## src/rtl/store_buffer_pkg.sv

```systemverilog
// Shared definitions for the store buffer: store size encodings, parameter
// defaults, drain FSM state encoding and the alignment legality helper.
package store_buffer_pkg;

  localparam int SB_DEPTH_DEFAULT      = 8;
  localparam int SB_ADDR_LIMIT_DEFAULT = 2048;

  typedef enum logic [1:0] {
    SIZE_BYTE    = 2'b00,
    SIZE_HALF    = 2'b01,
    SIZE_WORD    = 2'b10,
    SIZE_ILLEGAL = 2'b11
  } st_size_e;

  typedef enum logic {
    DRAIN_IDLE = 1'b0,
    DRAIN_REQ  = 1'b1
  } drain_state_e;

  // True when the size code is illegal or the access is not naturally aligned.
  function automatic logic is_misaligned(input st_size_e size, input logic [1:0] offset);
    case (size)
      SIZE_BYTE: return 1'b0;
      SIZE_HALF: return offset[0];
      SIZE_WORD: return offset != 2'b00;
      default:   return 1'b1;
    endcase
  endfunction

endpackage

```

## src/rtl/store_align.sv

```systemverilog
// Byte-lane alignment: turns a store's size, low address bits and unaligned
// data into lane-replicated write data and a byte strobe.
module store_align
  import store_buffer_pkg::*;
(
  input  st_size_e    size,
  input  logic [1:0]  offset,
  input  logic [31:0] data,
  output logic [31:0] wdata,
  output logic [3:0]  wstrb
);

  // Lane select and data replication per access size.
  always_comb begin
    // NOTE: every output gets a default first so no path leaves it unassigned,
    // which would otherwise infer a latch.
    wdata = '0;
    wstrb = '0;
    case (size)
      SIZE_BYTE: begin
        wstrb = 4'b0001 << offset;
        wdata = {4{data[7:0]}};
      end
      SIZE_HALF: begin
        wstrb = 4'b0011 << {offset[1], 1'b0};
        wdata = {2{data[15:0]}};
      end
      SIZE_WORD: begin
        wstrb = 4'b1111;
        wdata = data;
      end
      default: ;
    endcase
  end

endmodule

```

## src/rtl/store_buffer.sv

```systemverilog
// Store buffer: holds executed stores until the ROB commits them, then drains
// committed stores in order to data memory. Flushes discard uncommitted stores.
module store_buffer
  import store_buffer_pkg::*;
#(
  parameter int DEPTH      = SB_DEPTH_DEFAULT,
  parameter int ADDR_LIMIT = SB_ADDR_LIMIT_DEFAULT
) (
  input  logic                   clk,
  input  logic                   reset,
  input  logic                   exception_sig,
  input  logic                   mret_sig,
  input  logic                   st_valid,
  output logic                   st_ready,
  input  logic [31:0]            st_inst_num,
  input  logic [31:0]            st_addr,
  input  logic [31:0]            st_data,
  input  logic [1:0]             st_size,
  input  logic                   commit_valid,
  input  logic [31:0]            commit_inst_num,
  output logic                   mem_req,
  input  logic                   mem_ack,
  output logic [31:0]            mem_addr,
  output logic [31:0]            mem_wdata,
  output logic [3:0]             mem_wstrb,
  output logic                   lb_memwrite,
  output logic [31:0]            lb_address,
  output logic [31:0]            lb_inst_num,
  output logic                   addr_exception,
  output logic [$clog2(DEPTH):0] count
);

  localparam int IDX_W = $clog2(DEPTH);
  localparam int PTR_W = IDX_W + 1;

  // Pointers carry one extra wrap bit so full and empty are distinguishable.
  logic [PTR_W-1:0] head, tail;
  logic [IDX_W-1:0] head_idx, tail_idx, next_idx, sel_idx;

  logic [DEPTH-1:0] ent_valid, ent_committed;
  logic [31:0]      ent_inst_num [DEPTH];
  logic [31:0]      ent_addr     [DEPTH];
  logic [31:0]      ent_data     [DEPTH];
  st_size_e         ent_size     [DEPTH];

  drain_state_e state;

  logic             flush, st_fire, st_illegal, push, pop;
  logic             head_rdy, next_rdy;
  logic [DEPTH-1:0] commit_hit, committed_now, drop;
  logic [PTR_W-1:0] flush_tail;
  logic [IDX_W-1:0] scan_idx;
  logic             found;
  logic [31:0]      align_wdata;
  logic [3:0]       align_wstrb;

  assign head_idx = head[IDX_W-1:0];
  assign tail_idx = tail[IDX_W-1:0];
  assign next_idx = head_idx + IDX_W'(1);

  assign count    = tail - head;
  assign st_ready = count < PTR_W'(DEPTH);

  // A store arriving during a flush is dropped outright.
  assign flush      = exception_sig | mret_sig;
  assign st_fire    = st_valid & st_ready & ~flush;
  assign st_illegal = (st_addr >= 32'(ADDR_LIMIT)) |
                      is_misaligned(st_size_e'(st_size), st_addr[1:0]);
  assign push       = st_fire & ~st_illegal;
  assign pop        = (state == DRAIN_REQ) & mem_ack;

  // Commit match against every live entry; at most one tag can match.
  always_comb begin
    for (int i = 0; i < DEPTH; i++) begin
      commit_hit[i] = commit_valid & ent_valid[i] & (ent_inst_num[i] == commit_inst_num);
    end
  end

  // A same-cycle commit counts when deciding which entries survive a flush.
  assign committed_now = ent_committed | commit_hit;

  // Find the oldest uncommitted entry; it and everything younger is dropped on flush.
  always_comb begin
    flush_tail = tail;
    drop       = '0;
    found      = 1'b0;
    scan_idx   = '0;
    for (int i = 0; i < DEPTH; i++) begin
      scan_idx = head_idx + IDX_W'(i);
      if (PTR_W'(i) < count) begin
        if (!found && !committed_now[scan_idx]) begin
          found      = 1'b1;
          flush_tail = head + PTR_W'(i);
        end
        if (found) drop[scan_idx] = 1'b1;
      end
    end
  end

  assign head_rdy = ent_valid[head_idx] & ent_committed[head_idx];
  assign next_rdy = ent_valid[next_idx] & ent_committed[next_idx];

  // In REQ the entry after head is the one loaded on the acknowledging edge.
  assign sel_idx = (state == DRAIN_REQ) ? next_idx : head_idx;

  store_align u_align (
    .size   (ent_size[sel_idx]),
    .offset (ent_addr[sel_idx][1:0]),
    .data   (ent_data[sel_idx]),
    .wdata  (align_wdata),
    .wstrb  (align_wstrb)
  );

  // Pointer and per-entry status bookkeeping: commit, flush, push, pop.
  always_ff @(posedge clk or posedge reset) begin
    if (reset) begin
      head          <= '0;
      tail          <= '0;
      ent_valid     <= '0;
      ent_committed <= '0;
    end else begin
      // NOTE: non-blocking assignments throughout sequential logic; the later
      // per-bit updates below deliberately override the whole-vector ones.
      ent_committed <= ent_committed | commit_hit;
      if (flush) begin
        tail      <= flush_tail;
        ent_valid <= ent_valid & ~drop;
      end else if (push) begin
        tail                <= tail + PTR_W'(1);
        ent_valid[tail_idx] <= 1'b1;
      end
      if (pop) begin
        head                    <= head + PTR_W'(1);
        ent_valid[head_idx]     <= 1'b0;
        ent_committed[head_idx] <= 1'b0;
      end
    end
  end

  // Entry payload capture on a legal push.
  // NOTE: payload storage has no reset; the valid bits alone say what is live.
  always_ff @(posedge clk) begin
    if (push) begin
      ent_inst_num[tail_idx] <= st_inst_num;
      ent_addr[tail_idx]     <= st_addr;
      ent_data[tail_idx]     <= st_data;
      ent_size[tail_idx]     <= st_size_e'(st_size);
    end
  end

  // One-cycle notices: load-buffer ordering check and address exception.
  always_ff @(posedge clk or posedge reset) begin
    if (reset) begin
      lb_memwrite    <= 1'b0;
      lb_address     <= '0;
      lb_inst_num    <= '0;
      addr_exception <= 1'b0;
    end else begin
      lb_memwrite    <= push;
      addr_exception <= st_fire & st_illegal;
      if (push) begin
        lb_address  <= st_addr;
        lb_inst_num <= st_inst_num;
      end
    end
  end

  // Drain FSM: issue the committed head to memory and hold it until acknowledged.
  always_ff @(posedge clk or posedge reset) begin
    if (reset) begin
      state     <= DRAIN_IDLE;
      mem_req   <= 1'b0;
      mem_addr  <= '0;
      mem_wdata <= '0;
      mem_wstrb <= '0;
    end else begin
      case (state)
        DRAIN_IDLE: begin
          if (head_rdy) begin
            state     <= DRAIN_REQ;
            mem_req   <= 1'b1;
            mem_addr  <= ent_addr[sel_idx];
            mem_wdata <= align_wdata;
            mem_wstrb <= align_wstrb;
          end
        end
        DRAIN_REQ: begin
          if (mem_ack) begin
            if (next_rdy) begin
              mem_addr  <= ent_addr[sel_idx];
              mem_wdata <= align_wdata;
              mem_wstrb <= align_wstrb;
            end else begin
              state   <= DRAIN_IDLE;
              mem_req <= 1'b0;
            end
          end
        end
        default: begin
          state   <= DRAIN_IDLE;
          mem_req <= 1'b0;
        end
      endcase
    end
  end

endmodule

```

## config.mk

```make
export PLATFORM = sky130hd
export DESIGN_NAME = store_buffer
export DESIGN_NICKNAME = d
export VERILOG_FILES = /design/src/rtl/store_buffer_pkg.sv /design/src/rtl/store_align.sv /design/src/rtl/store_buffer.sv
export SDC_FILE = /design/constraint.sdc
export NUM_CORES = 1
export LEC_CHECK = 0
export ABC_CLOCK_PERIOD_IN_PS = 13610
export BUFFER_PORTS_ARGS = -buffer_cell sky130_fd_sc_hd__buf_4
export CORE_UTILIZATION = 50
export CTS_CLUSTER_SIZE = 20
export DETAILED_ROUTE_END_ITERATION = 10
export PLACE_DENSITY = 0.68
export SLEW_MARGIN = 20
export SYNTH_ARGS = -nofsm -noshare
export SYNTH_HDL_FRONTEND = slang
export SYNTH_SLANG_ARGS = --single-unit
```

## constraint.sdc

```tcl
create_clock -name clk -period 13.61 [get_ports clk]
set_input_delay 0.6805 -clock clk [delete_from_list [all_inputs] [get_ports clk]]
set_output_delay 0.6805 -clock clk [all_outputs]
set_load 0.02 [all_outputs]
```

==> results_dict.tcl <==
set metrics [dict create \
    worstSetupPathType "reg2reg" \
    final-max-slew-violation-count 0 \
    synth_edf_count 784 \
    drc_errors 0 \
    final_core_util_pct 59.1 \
    fp.dieH_um 281 \
    antenna_left 0 \
    synth_ff_type "edfxtp_1" \
    syn_inst 2257 \
    multi_input_comb_area_um2 10700 \
    yosys_warnings 0 \
    cts.sinks 944 \
    required_ps 13880 \
    top_level_ports 277 \
    die_w_um 281 \
    pwr-share-clk_pct 41.8 \
    p_seq_share_pct 50.1 \
    finalNetCount 2693 \
    clock_path_buffers 3 \
    antenna_found_initial 5 \
    synthArstFlopShare_pct 16.9 \
    wl_met2_um 46600 \
    wl_met1_um 41600 \
    clock_tree.root_cell "clkbuf_16" \
    comb_power_share_pct 8.2 \
    ys_top_cells_by_area "edfxtp_1 (60%), dfrtp_1 (10%), mux4_2 (7.7%), xnor2_1 (5.5%), mux2i_1 (2.0%)" \
    cts_resized 0 \
    grt_pass1_vias 21800 \
    grt_use_total_pct 24.7 \
    cts_setup_buffers 0 \
    fp.dieArea_um2 79000 \
    layout_commonest_cell "edfxtp_1" \
    top_layer_used "met5" \
    startpoint_type "flip-flop" \
    min_period_ps 6200 \
    synth_seq_cells 944 \
    htreeDepth 3 \
    swShare_pct 22.9 \
    whs_ps 64.1 \
    syn_area_per_cell_um2 17.3 \
    synthDistinctLibCells 84 \
    worstPathArrival_ps 6470 \
    clkLatencyLatePin_ps 650 \
    final_hold_viol_count 0 \
    nFillCells 5696 \
    timing.slew.headroom_pct 32.6 \
    via_per_inst 5.94 \
    cts-buffers-inserted 95 \
    drive_above_1_share_pct 26.1 \
    fin_crit_sh_pct 45.6 \
    route.met3.wl_um 6430 \
    place_congestion 0.867 \
    io_buffers 276 \
    path_clk_slew_ps 60 \
    core_um2 76500 \
    post_drt_wl_per_cell_um 26.5 \
    synth-seq-area-share_pct 70.7 \
    p_switching_mw 1.44 \
    worst_pin_slew_ps 1010 \
    cts_hold_buf 0 \
    totalWireLength_um 96800 \
    row_count 101 \
    syn-num-nets 2407 \
    grt_pass1_wl_um 142000 \
    p_leak_nw 15.5 \
    netlist_area_um2 39000 \
    syn_to_final_growth_pct 16.0 \
    hold_path_class "in2async" \
    end_kind "flip-flop" \
    cts_tree "done" \
    grt-ovfl-total 0 \
    powerDensity_nw_per_um2 139 \
    status "finished, final reports clean" \
    seq_area_um2 27500 \
    vias 21700 \
    rsz0062_at_grt "no" \
    synth_top_cell_by_area "edfxtp_1" \
    cap_violations 0 \
    place_hpwl_um 59800 \
    p_total_mw 6.29 \
    peakVddDrop_v 0.000116 \
    grt_max_degree 133 \
    setup_tns_ps 0 \
    drtIter0Drc 2031 \
    max_freq_mhz 161 \
    layout_common_cells "edfxtp_1 (784), buf_4 (312), xnor2_1 (244), dfrtp_1 (160), mux4_2 (134)" \
    drtPass1Iterations 5 \
    cp_max_fo 62 \
    fin_worst_skew_ps 30.8 \
    intPower_mw 4.85 \
    floorplan.initialDensity_pct 50.9 \
    synth_top_area_share_pct 60.4 \
    setup_viol 0 \
]
## routing by layer
metal | global-route usage, % | vias up
li1 | - | 9384
met1 | 35.7 | 11300
met2 | 39.3 | 831
met3 | 3.57 | 147
met4 | 6.47 | 10
met5 | 0 | -
## synthesized netlist by cell type (all sizes together) (4+ instances only)
| cell | count |
|---|---|
| nand2 | 70 |
| or2 | 6 |
| xnor2 | 246 |
| and2 | 26 |
| mux2 | 48 |
| a211oi | 7 |
| ha | 12 |
| o21a | 24 |
| mux2i | 79 |
| inv | 23 |
| a21oi | 85 |
| nand2b | 7 |
| nor2 | 74 |
| nand3 | 27 |
| nor3 | 24 |
| o22ai | 13 |
| a31oi | 28 |
| nand4 | 64 |
| o211ai | 13 |
| o21ai | 29 |
| mux4 | 136 |
| and4 | 4 |
| nor4 | 27 |
| and3 | 8 |
| a22oi | 6 |
| clkbuf | 61 |
| xor2 | 27 |
| o221ai | 15 |
| o31ai | 5 |
| buf | 65 |
| edfxtp | 784 |
| dfrtp | 160 |
## power groups by stage
stage	registers [mW]	clock network [mW]	logic [mW]
CTS	3.15	2.67	0.510
global placement	3.21	0	0.506
finish	3.15	2.63	0.513
floorplan	3.20	0	0.312
global route	3.15	2.77	0.550
detailed placement	3.21	0	0.507
## flip-flops by register name, indices dropped and copies added, names as in the netlist, 16 cells and up
name	count
ent_addr	256
ent_data	256
ent_inst_num	256
lb_address	32
lb_inst_num	32
mem_addr	32
mem_wdata	32
ent_size	16
## worst paths after layout
path,from,endpoint,slack (ps),depth (start not counted)
worst max-delay path,head[1],ent_addr[3][7],7410,14
worst min-delay path,reset,ent_valid[6],60,2
worst max register to register,head[1],ent_addr[3][7],7410,14
worst min register to register,lb_address[14],lb_address[14],480,1
max in group asynchronous,reset,lb_inst_num[12],12400,3
min in group clk,st_data[24],ent_data[4][24],270,1
## cells by family after synthesis
| family | synth area share (%) |
|---|---|
| AO/OA/AOI/OAI | 4.52 |
| XOR/XNOR | 6.14 |
| adder cells (fa/ha/maj) | 0.437 |
| buffers and inverters | 2.06 |
| flip-flops | 70.7 |
| multiplexers | 11.3 |
| AND/OR/NAND/NOR | 4.82 |
## per-stage QoR
step	worst slack [ps]	std cells	instance area (um2)
after global routing	6960	3652	45200
after CTS	7310	3652	45200
after global placement	7440	3476	42000
after floorplan	997	2257	39000
final	7410	3653	45200
after detailed placement	7340	3476	42000
## critical path, stage by stage, from the launching register on
cell and delay, ps:
dfrtp_1 820, inv_1 470, ha_1 410, nor2b_1 120, o21ai_0 230, a21oi_1 120, nand2b_1 310, inv_2 180
nand4_1 100, buf_4 280, inv_2 710, nand2_1 390, nor2_4 170, buf_4 780, buf_4 660
## final cells by class
type / instances / share of cell area (%)
clock buffer: 136 / 5.99
timing repair buffer: 315 / 5.30
multi-input combinational: 1162 / 23.6
clock inverter: 40 / 1.03
antenna: 1 / 0.00554
sequential: 944 / 61.0
inverter: 25 / 0.219
tap: 1030 / 2.85
Power figures use the tool's default switching activity.
